## src/rtl/argmax_stream_pkg.sv

```systemverilog
// Shared data types and default widths for the streaming block-argmax and the CFO path.
package argmax_stream_pkg;

    localparam int unsigned LAMBDA_W  = 14;  // signed Q6.8
    localparam int unsigned ANG_W     = 11;  // signed Q3.8
    localparam int unsigned EPS_W     = 21;  // signed Q1.20
    localparam int unsigned PI_W      = 8;   // unsigned Q0.8
    localparam int unsigned EPS_SHIFT = 4;   // 8+8 fractional bits up to 20

    localparam logic [PI_W-1:0] INV2PI = 8'd40;

    typedef logic signed [LAMBDA_W-1:0] lambda_t;
    typedef logic signed [ANG_W-1:0]    ang_t;
    typedef logic signed [EPS_W-1:0]    eps_t;

    typedef enum logic {
        S_SKIP = 1'b0,
        S_ACC  = 1'b1
    } state_t;

    // Bits needed to index 0..n-1 (at least one bit).
    function automatic int unsigned theta_w(input int unsigned n);
        return (n < 2) ? 1 : $clog2(n);
    endfunction

endpackage

```

## src/rtl/argmax_eps_scale.sv

```systemverilog
// Combinational CFO scaling: eps = ang * (1/2pi), realigned to Q1.20 and truncated.
module argmax_eps_scale
    import argmax_stream_pkg::*;
#(
    parameter int unsigned     ANG_W  = argmax_stream_pkg::ANG_W,
    parameter int unsigned     EPS_W  = argmax_stream_pkg::EPS_W,
    parameter int unsigned     PI_W   = argmax_stream_pkg::PI_W,
    parameter logic [PI_W-1:0] INV2PI = argmax_stream_pkg::INV2PI
) (
    input  logic signed [ANG_W-1:0] ang,
    output logic signed [EPS_W-1:0] eps_c
);

    localparam int unsigned PROD_W = ANG_W + PI_W + 1;
    localparam int unsigned SH_W   = PROD_W + EPS_SHIFT;

    logic signed [PROD_W-1:0] ang_ext;
    logic signed [PROD_W-1:0] k_ext;
    logic signed [PROD_W-1:0] prod;
    logic signed [SH_W-1:0]   shifted;

    // Signed multiply by the zero-extended constant, shift to 20 frac bits, wrap to EPS_W.
    always_comb begin
        ang_ext = PROD_W'(ang);
        k_ext   = $signed(PROD_W'({1'b0, INV2PI}));
        prod    = ang_ext * k_ext;
        shifted = $signed({prod, {EPS_SHIFT{1'b0}}});
        eps_c   = EPS_W'(shifted);
    end

endmodule

```

## src/rtl/argmax_stream.sv

```systemverilog
// Streaming block-argmax over N (lambda, angle) beats with a handshaked result register.
// Optional threshold detect output when ARGMAX_STREAM_THRESH_EN is defined.
module argmax_stream
    import argmax_stream_pkg::*;
#(
    parameter int unsigned N        = 256,
    parameter int unsigned SKIP     = 283,
    parameter int unsigned LAMBDA_W = argmax_stream_pkg::LAMBDA_W,
    parameter int unsigned ANG_W    = argmax_stream_pkg::ANG_W,
    parameter int unsigned EPS_W    = argmax_stream_pkg::EPS_W,
    parameter logic [argmax_stream_pkg::PI_W-1:0] INV2PI = argmax_stream_pkg::INV2PI,
    parameter bit          TIE_LAST = 1'b1
) (
    input  logic                       clk,
    input  logic                       rst,
    input  logic                       in_valid,
    input  logic                       sof,
    input  logic signed [LAMBDA_W-1:0] lambda_in,
    input  logic signed [ANG_W-1:0]    angle_in,
    output logic                       out_valid,
    input  logic                       out_ready,
    output logic [$clog2(N)-1:0]       theta_out,
    output logic signed [EPS_W-1:0]    eps_out,
    output logic signed [LAMBDA_W-1:0] peak_out,
    output logic                       ovf
`ifdef ARGMAX_STREAM_THRESH_EN
    ,
    input  logic signed [LAMBDA_W-1:0] thresh_in,
    output logic                       detect
`endif
);

    localparam int unsigned IDX_W  = theta_w(N);
    localparam int unsigned SKIP_W = theta_w(SKIP + 1);
    localparam state_t      RST_STATE = (SKIP == 0) ? S_ACC : S_SKIP;

    state_t                      state;
    logic [SKIP_W-1:0]           skip_cnt;
    logic [IDX_W-1:0]            pos;
    logic signed [LAMBDA_W-1:0]  max_q;
    logic signed [ANG_W-1:0]     ang_q;
    logic [IDX_W-1:0]            idx_q;

    logic                        win_c;
    logic                        last_c;
    logic signed [LAMBDA_W-1:0]  sel_max_c;
    logic signed [ANG_W-1:0]     sel_ang_c;
    logic [IDX_W-1:0]            sel_idx_c;
    logic signed [EPS_W-1:0]     eps_c;

    // Post-update selection for the current beat, so the final beat can still win.
    always_comb begin
        win_c = 1'b1;
        if (pos != '0) begin
            win_c = TIE_LAST ? (lambda_in >= max_q) : (lambda_in > max_q);
        end
        sel_max_c = win_c ? lambda_in : max_q;
        sel_ang_c = win_c ? angle_in  : ang_q;
        sel_idx_c = win_c ? pos       : idx_q;
        last_c    = in_valid && !sof && (state == S_ACC) && (pos == IDX_W'(N - 1));
    end

    argmax_eps_scale #(
        .ANG_W  (ANG_W),
        .EPS_W  (EPS_W),
        .PI_W   (argmax_stream_pkg::PI_W),
        .INV2PI (INV2PI)
    ) u_eps_scale (
        .ang   (sel_ang_c),
        .eps_c (eps_c)
    );

    // Skip/accumulate FSM, running maximum and the handshaked result register.
    always_ff @(posedge clk or posedge rst) begin
        if (rst) begin
            state     <= RST_STATE;
            skip_cnt  <= '0;
            pos       <= '0;
            max_q     <= '0;
            ang_q     <= '0;
            idx_q     <= '0;
            out_valid <= 1'b0;
            theta_out <= '0;
            eps_out   <= '0;
            peak_out  <= '0;
            ovf       <= 1'b0;
`ifdef ARGMAX_STREAM_THRESH_EN
            detect    <= 1'b0;
`endif
        end else begin
            if (in_valid) begin
                if (sof) begin
                    // Resync: this beat becomes pos 0 of a fresh block.
                    state    <= S_ACC;
                    skip_cnt <= '0;
                    pos      <= IDX_W'(1);
                    max_q    <= lambda_in;
                    ang_q    <= angle_in;
                    idx_q    <= '0;
                end else if (state == S_SKIP) begin
                    if (skip_cnt == SKIP_W'(SKIP - 1)) begin
                        state    <= S_ACC;
                        skip_cnt <= '0;
                    end else begin
                        skip_cnt <= skip_cnt + 1'b1;
                    end
                end else begin
                    max_q <= sel_max_c;
                    ang_q <= sel_ang_c;
                    idx_q <= sel_idx_c;
                    pos   <= last_c ? '0 : pos + 1'b1;
                end
            end

            if (last_c) begin
                out_valid <= 1'b1;
                theta_out <= sel_idx_c;
                eps_out   <= eps_c;
                peak_out  <= sel_max_c;
`ifdef ARGMAX_STREAM_THRESH_EN
                detect    <= (sel_max_c >= thresh_in);
`endif
                if (out_valid && !out_ready) begin
                    ovf <= 1'b1;
                end
            end else if (out_valid && out_ready) begin
                out_valid <= 1'b0;
            end
        end
    end

endmodule
```

## config.mk

```make
export PLATFORM = sky130hd
export DESIGN_NAME = argmax_stream
export DESIGN_NICKNAME = d
export VERILOG_FILES = /design/src/rtl/argmax_stream_pkg.sv /design/src/rtl/argmax_eps_scale.sv /design/src/rtl/argmax_stream.sv
export SDC_FILE = /design/constraint.sdc
export NUM_CORES = 1
export LEC_CHECK = 0
export ABC_CLOCK_PERIOD_IN_PS = 6100
export CORE_ASPECT_RATIO = 1.25
export CORE_MARGIN = 2
export CORE_UTILIZATION = 45
export CTS_CLUSTER_DIAMETER = 200
export DETAILED_ROUTE_END_ITERATION = 8
export PLACE_DENSITY = 0.72
export SYNTH_ARGS = -nofsm -noshare
export SYNTH_HDL_FRONTEND = slang
export SYNTH_SLANG_ARGS = --single-unit
export TNS_END_PERCENT = 10
```

## constraint.sdc

```tcl
create_clock -name clk -period 6.1 [get_ports clk]
set_input_delay 1.22 -clock clk [delete_from_list [all_inputs] [get_ports clk]]
set_output_delay 1.22 -clock clk [all_outputs]
set_load 0.02 [all_outputs]
```

==> flow_metrics.env <==
export IMPL_status="complete, no violations"
export IMPL_synthCells=490
export IMPL_ys_top_cells_by_count="89 x dfrtp_1, 60 x nand2_1, 47 x o21ai_0"
export IMPL_rsz0062_at_grt="false"
export IMPL_clk_path_buf_depth=2
export IMPL_grt_pass1_vias=3609
export IMPL_die_x_um=99.1
export IMPL_ys_warn_count=0
export IMPL_clk_pin_slew_ns=0.06
export IMPL_fin_crit_sh_pct=85.6
export IMPL_min_path_type="register to register"
export IMPL_n_antenna_cell=0
export IMPL_worstReg2RegStart="max_q[4]$_DFFE_PP0P_"
export IMPL_clock_fmax_ghz=0.191
export IMPL_critPathMaxFanout=11
export IMPL_max_cap_viol_count=0
export IMPL_met3_wirelength_um=444
export IMPL_cts_tree="done"
export IMPL_post_drt_wl_per_cell_um=15.4
export IMPL_power_leakage_nw=2.88
export IMPL_comb_power_share_pct=40.1
export IMPL_syn_cell_area_um2=5090
export IMPL_vias=3721
export IMPL_grt_max_degree=69
export IMPL_synth_cell_types=55
export IMPL_top_layer="met4"
export IMPL_drt_total_wl_mm=10.7
export IMPL_crit_path_cell_trace="clkdlybuf4s50_1 -> ha_1 -> a21oi_1 -> a21boi_0 -> o31a_1 -> nand4bb_2 -> nand2_2 -> mux2_2 -> ha_1 -> ha_1 -> inv_1 -> fa_1 -> nor2b_1 -> o21ai_0 -> nand2b_1 -> a21oi_1 -> a2bb2oi_1 -> and3_1 -> o31ai_1"
export IMPL_slowest_delay_ns=0.44
export IMPL_fillerInstances=955
export IMPL_rows=43
export IMPL_p_seq_share_pct=31.9
export IMPL_rr_worst_depth=19
export IMPL_clock_latency_ns=0.34
export IMPL_path_delay_family="adder cells"
export IMPL_drt_pass1_iter_count=4
export IMPL_grt_usage_pct=18.1
export IMPL_avgSynthCellArea_um2=10.4
export IMPL_num_io_pins=75
export IMPL_cts_resized=0
export IMPL_slew_limit_headroom_pct=28.3
export IMPL_drive_above_1_share_pct=11.6
export IMPL_h_tree_depth=3
export IMPL_nNetsFinal=622
export IMPL_synth_most_common_cell="dfrtp_1"
export IMPL_ctsHoldBuffers=0
export IMPL_synth_top_area_share_pct=43.8
export IMPL_synthTopCellsByArea="dfrtp_1 44%, ha_1 9.1%, mux2i_1 6.1%"
export IMPL_gp_congestion=0.801
export IMPL_async_flop_share_pct=100
export IMPL_path_depth=19
export IMPL_switching_share_pct=33.2
export IMPL_worstPathArrival_ns=5.46
export IMPL_start_util_pct=45.9
export IMPL_synth_largest_area_cell="dfrtp_1"
export IMPL_tightest_slew_ns=1.08
export IMPL_setup_violations_final=0
export IMPL_cts_inserted_buffers=9
export IMPL_synth_seq_area_share_pct=43.8
export IMPL_antenna_found_initial=0
export IMPL_drt_met1_wl_mm=5.02
export IMPL_via_per_inst=5.36
export IMPL_die_h_um=123
export IMPL_synth_flop_cell="dfrtp_1"
export IMPL_worst_path_buf_inv=2
export IMPL_powerDensity_nw_per_um2=351
export IMPL_ir_drop_mv=0.202
export IMPL_crit_path_end_kind="register"
export IMPL_power_w=0.00217
export IMPL_dp_hpwl_mm=7.63
export IMPL_maxSlewViolCount=0
export IMPL_hold_violations=0
export IMPL_fin_tns_setup_ns=0
export IMPL_crit_end="eps_out[20]$_DFFE_PP0P_"
export IMPL_numPortBuffers=67
export IMPL_skew_ns=0.00761
export IMPL_synth_edf_count=0
export IMPL_crit_path_start_kind="input pin"
export IMPL_die_area_um2=12200
export IMPL_area_growth_pct=21.3
export IMPL_min_period_ns=5.22
export IMPL_gr_total_overflow=0
export IMPL_required_ns=6.34
export IMPL_r2r_setup_slack_ns=1.83
export IMPL_coreArea_um2=11100
export IMPL_p_clk_share_pct=28.0
export IMPL_path_common_cell="ha_1"
export IMPL_internal_power_w=0.00145
export IMPL_drc=0
export IMPL_grt_pass1_wl_mm=17.7
export IMPL_cts_root_buf="clkbuf_16"
export IMPL_worst_path_max_delay_cell="clkdlybuf4s50_1"
export IMPL_startpoint="lambda_in[4]"
export IMPL_initialDrtViolationCount=156
export IMPL_cts_sinks=89
export IMPL_synth_seq_cells=89
export IMPL_reg2reg_to="eps_out[20]$_DFFE_PP0P_"
export IMPL_drt_antenna_violating_nets=0
export IMPL_crit_type="input pin to register"
export IMPL_switching_power_w=0.000718
export IMPL_dr_wl_met2_mm=5.11
export IMPL_postCtsSetupBuffers=0
==> tightest hold or removal path, delay by kind of cell, from the launching register on <==
kind	cells	cell delay, ns
AOI/OAI and AO/OA	1	0.06
DFF	1	0.34
and+or+nand+nor	1	0.04
==> placed cells by master (no fill, tap or decap), types with 5 or more instances in the layout <==
cell / Yosys / final
o21ai_0: 47 / 47
nand3_1: 13 / 13
o2bb2ai_1: 8 / 8
clkdlybuf4s50_1: 0 / 67
a21oi_1: 18 / 18
nor2_1: 13 / 13
xnor2_1: 5 / 5
clkbuf_16: 0 / 9
dfrtp_1: 89 / 89
mux2_2: 17 / 17
inv_1: 38 / 37
mux2_4: 20 / 20
a21o_1: 8 / 8
mux2i_1: 31 / 31
xor2_1: 7 / 7
ha_1: 37 / 37
conb_1: 1 / 7
nand2_1: 60 / 60
nand4_1: 7 / 7
==> how the worst min path moves through the flow <==
stage,from,depth (start not counted),endpoint,slack (ns)
2_1_floorplan,ang_q[10]$_DFFE_PP0P_,1,ang_q[10]$_DFFE_PP0P_,0.47
3_3_place_gp,ovf$_DFFE_PP0P_,1,ovf$_DFFE_PP0P_,0.45
3_5_place_dp,ovf$_DFFE_PP0P_,1,ovf$_DFFE_PP0P_,0.46
4_1_cts,ovf$_DFFE_PP0P_,1,ovf$_DFFE_PP0P_,0.48
5_1_grt,peak_out[10]$_DFFE_PP0P_,2,peak_out[10]$_DFFE_PP0P_,0.51
6_report,peak_out[13]$_DFFE_PP0P_,2,peak_out[13]$_DFFE_PP0P_,0.48
==> routing by layer <==
layer	GRT usage, %	up-vias
met3	3.82	11
met5	0	-
met1	24.8	1798
met4	4.54	0
li1	-	1836
met2	29.5	76
==> state kept, by name, summed over array words and instances (netlist names) <==
name       count
eps_out       14
max_q         14
peak_out      14
ang_q         11
skip_cnt       9
idx_q          8
pos            8
theta_out      8
out_valid      1
ovf            1
state          1
==> area by class of cell <==
class                           count  area [um2]  area share [%]
Sequential cell                    89        2230            36.1
Clock inverter                      5        77.6            1.26
Clock buffer                       11         253            4.10
Tap cell                          135         169            2.74
Inverter                           39         148            2.39
Timing Repair Buffer               71         701            11.4
Multi-Input combinational cell    344        2590            42.1
==> cells by family after synthesis <==
kind of cell / Yosys count / synth area share, %
buf+inv: 63 / 5.68
compound gates: 98 / 11.7
mux: 68 / 15.8
other cells: 1 / 0.0737
simple gates: 121 / 11.5
flops: 89 / 43.8
fa+ha+maj: 38 / 9.49
xor+xnor: 12 / 2.07
==> power groups by stage <==
stage          registers, W  logic (W)  clock network [W]
6_report           0.000691   0.000868           0.000606
5_1_grt            0.000699   0.000961           0.000642
4_1_cts            0.000690   0.000873           0.000616
3_5_place_dp       0.000700   0.000865                  0
3_3_place_gp       0.000698   0.000844                  0
2_1_floorplan      0.000697   0.000676                  0
==> stage by stage <==
step,cells,setup slack (ns),area (um2),hold WS (ns),utilization (%)
3_5_place_dp,678,0.584,5840,0.462,52.7
2_1_floorplan,496,1.26,5110,0.472,-
6_report,694,0.877,6170,0.475,55.7
5_1_grt,694,0.692,6170,0.510,55.7
3_3_place_gp,678,0.707,5840,0.454,52.7
4_1_cts,694,0.911,6170,0.476,55.7
Power figures use the tool's default switching activity.
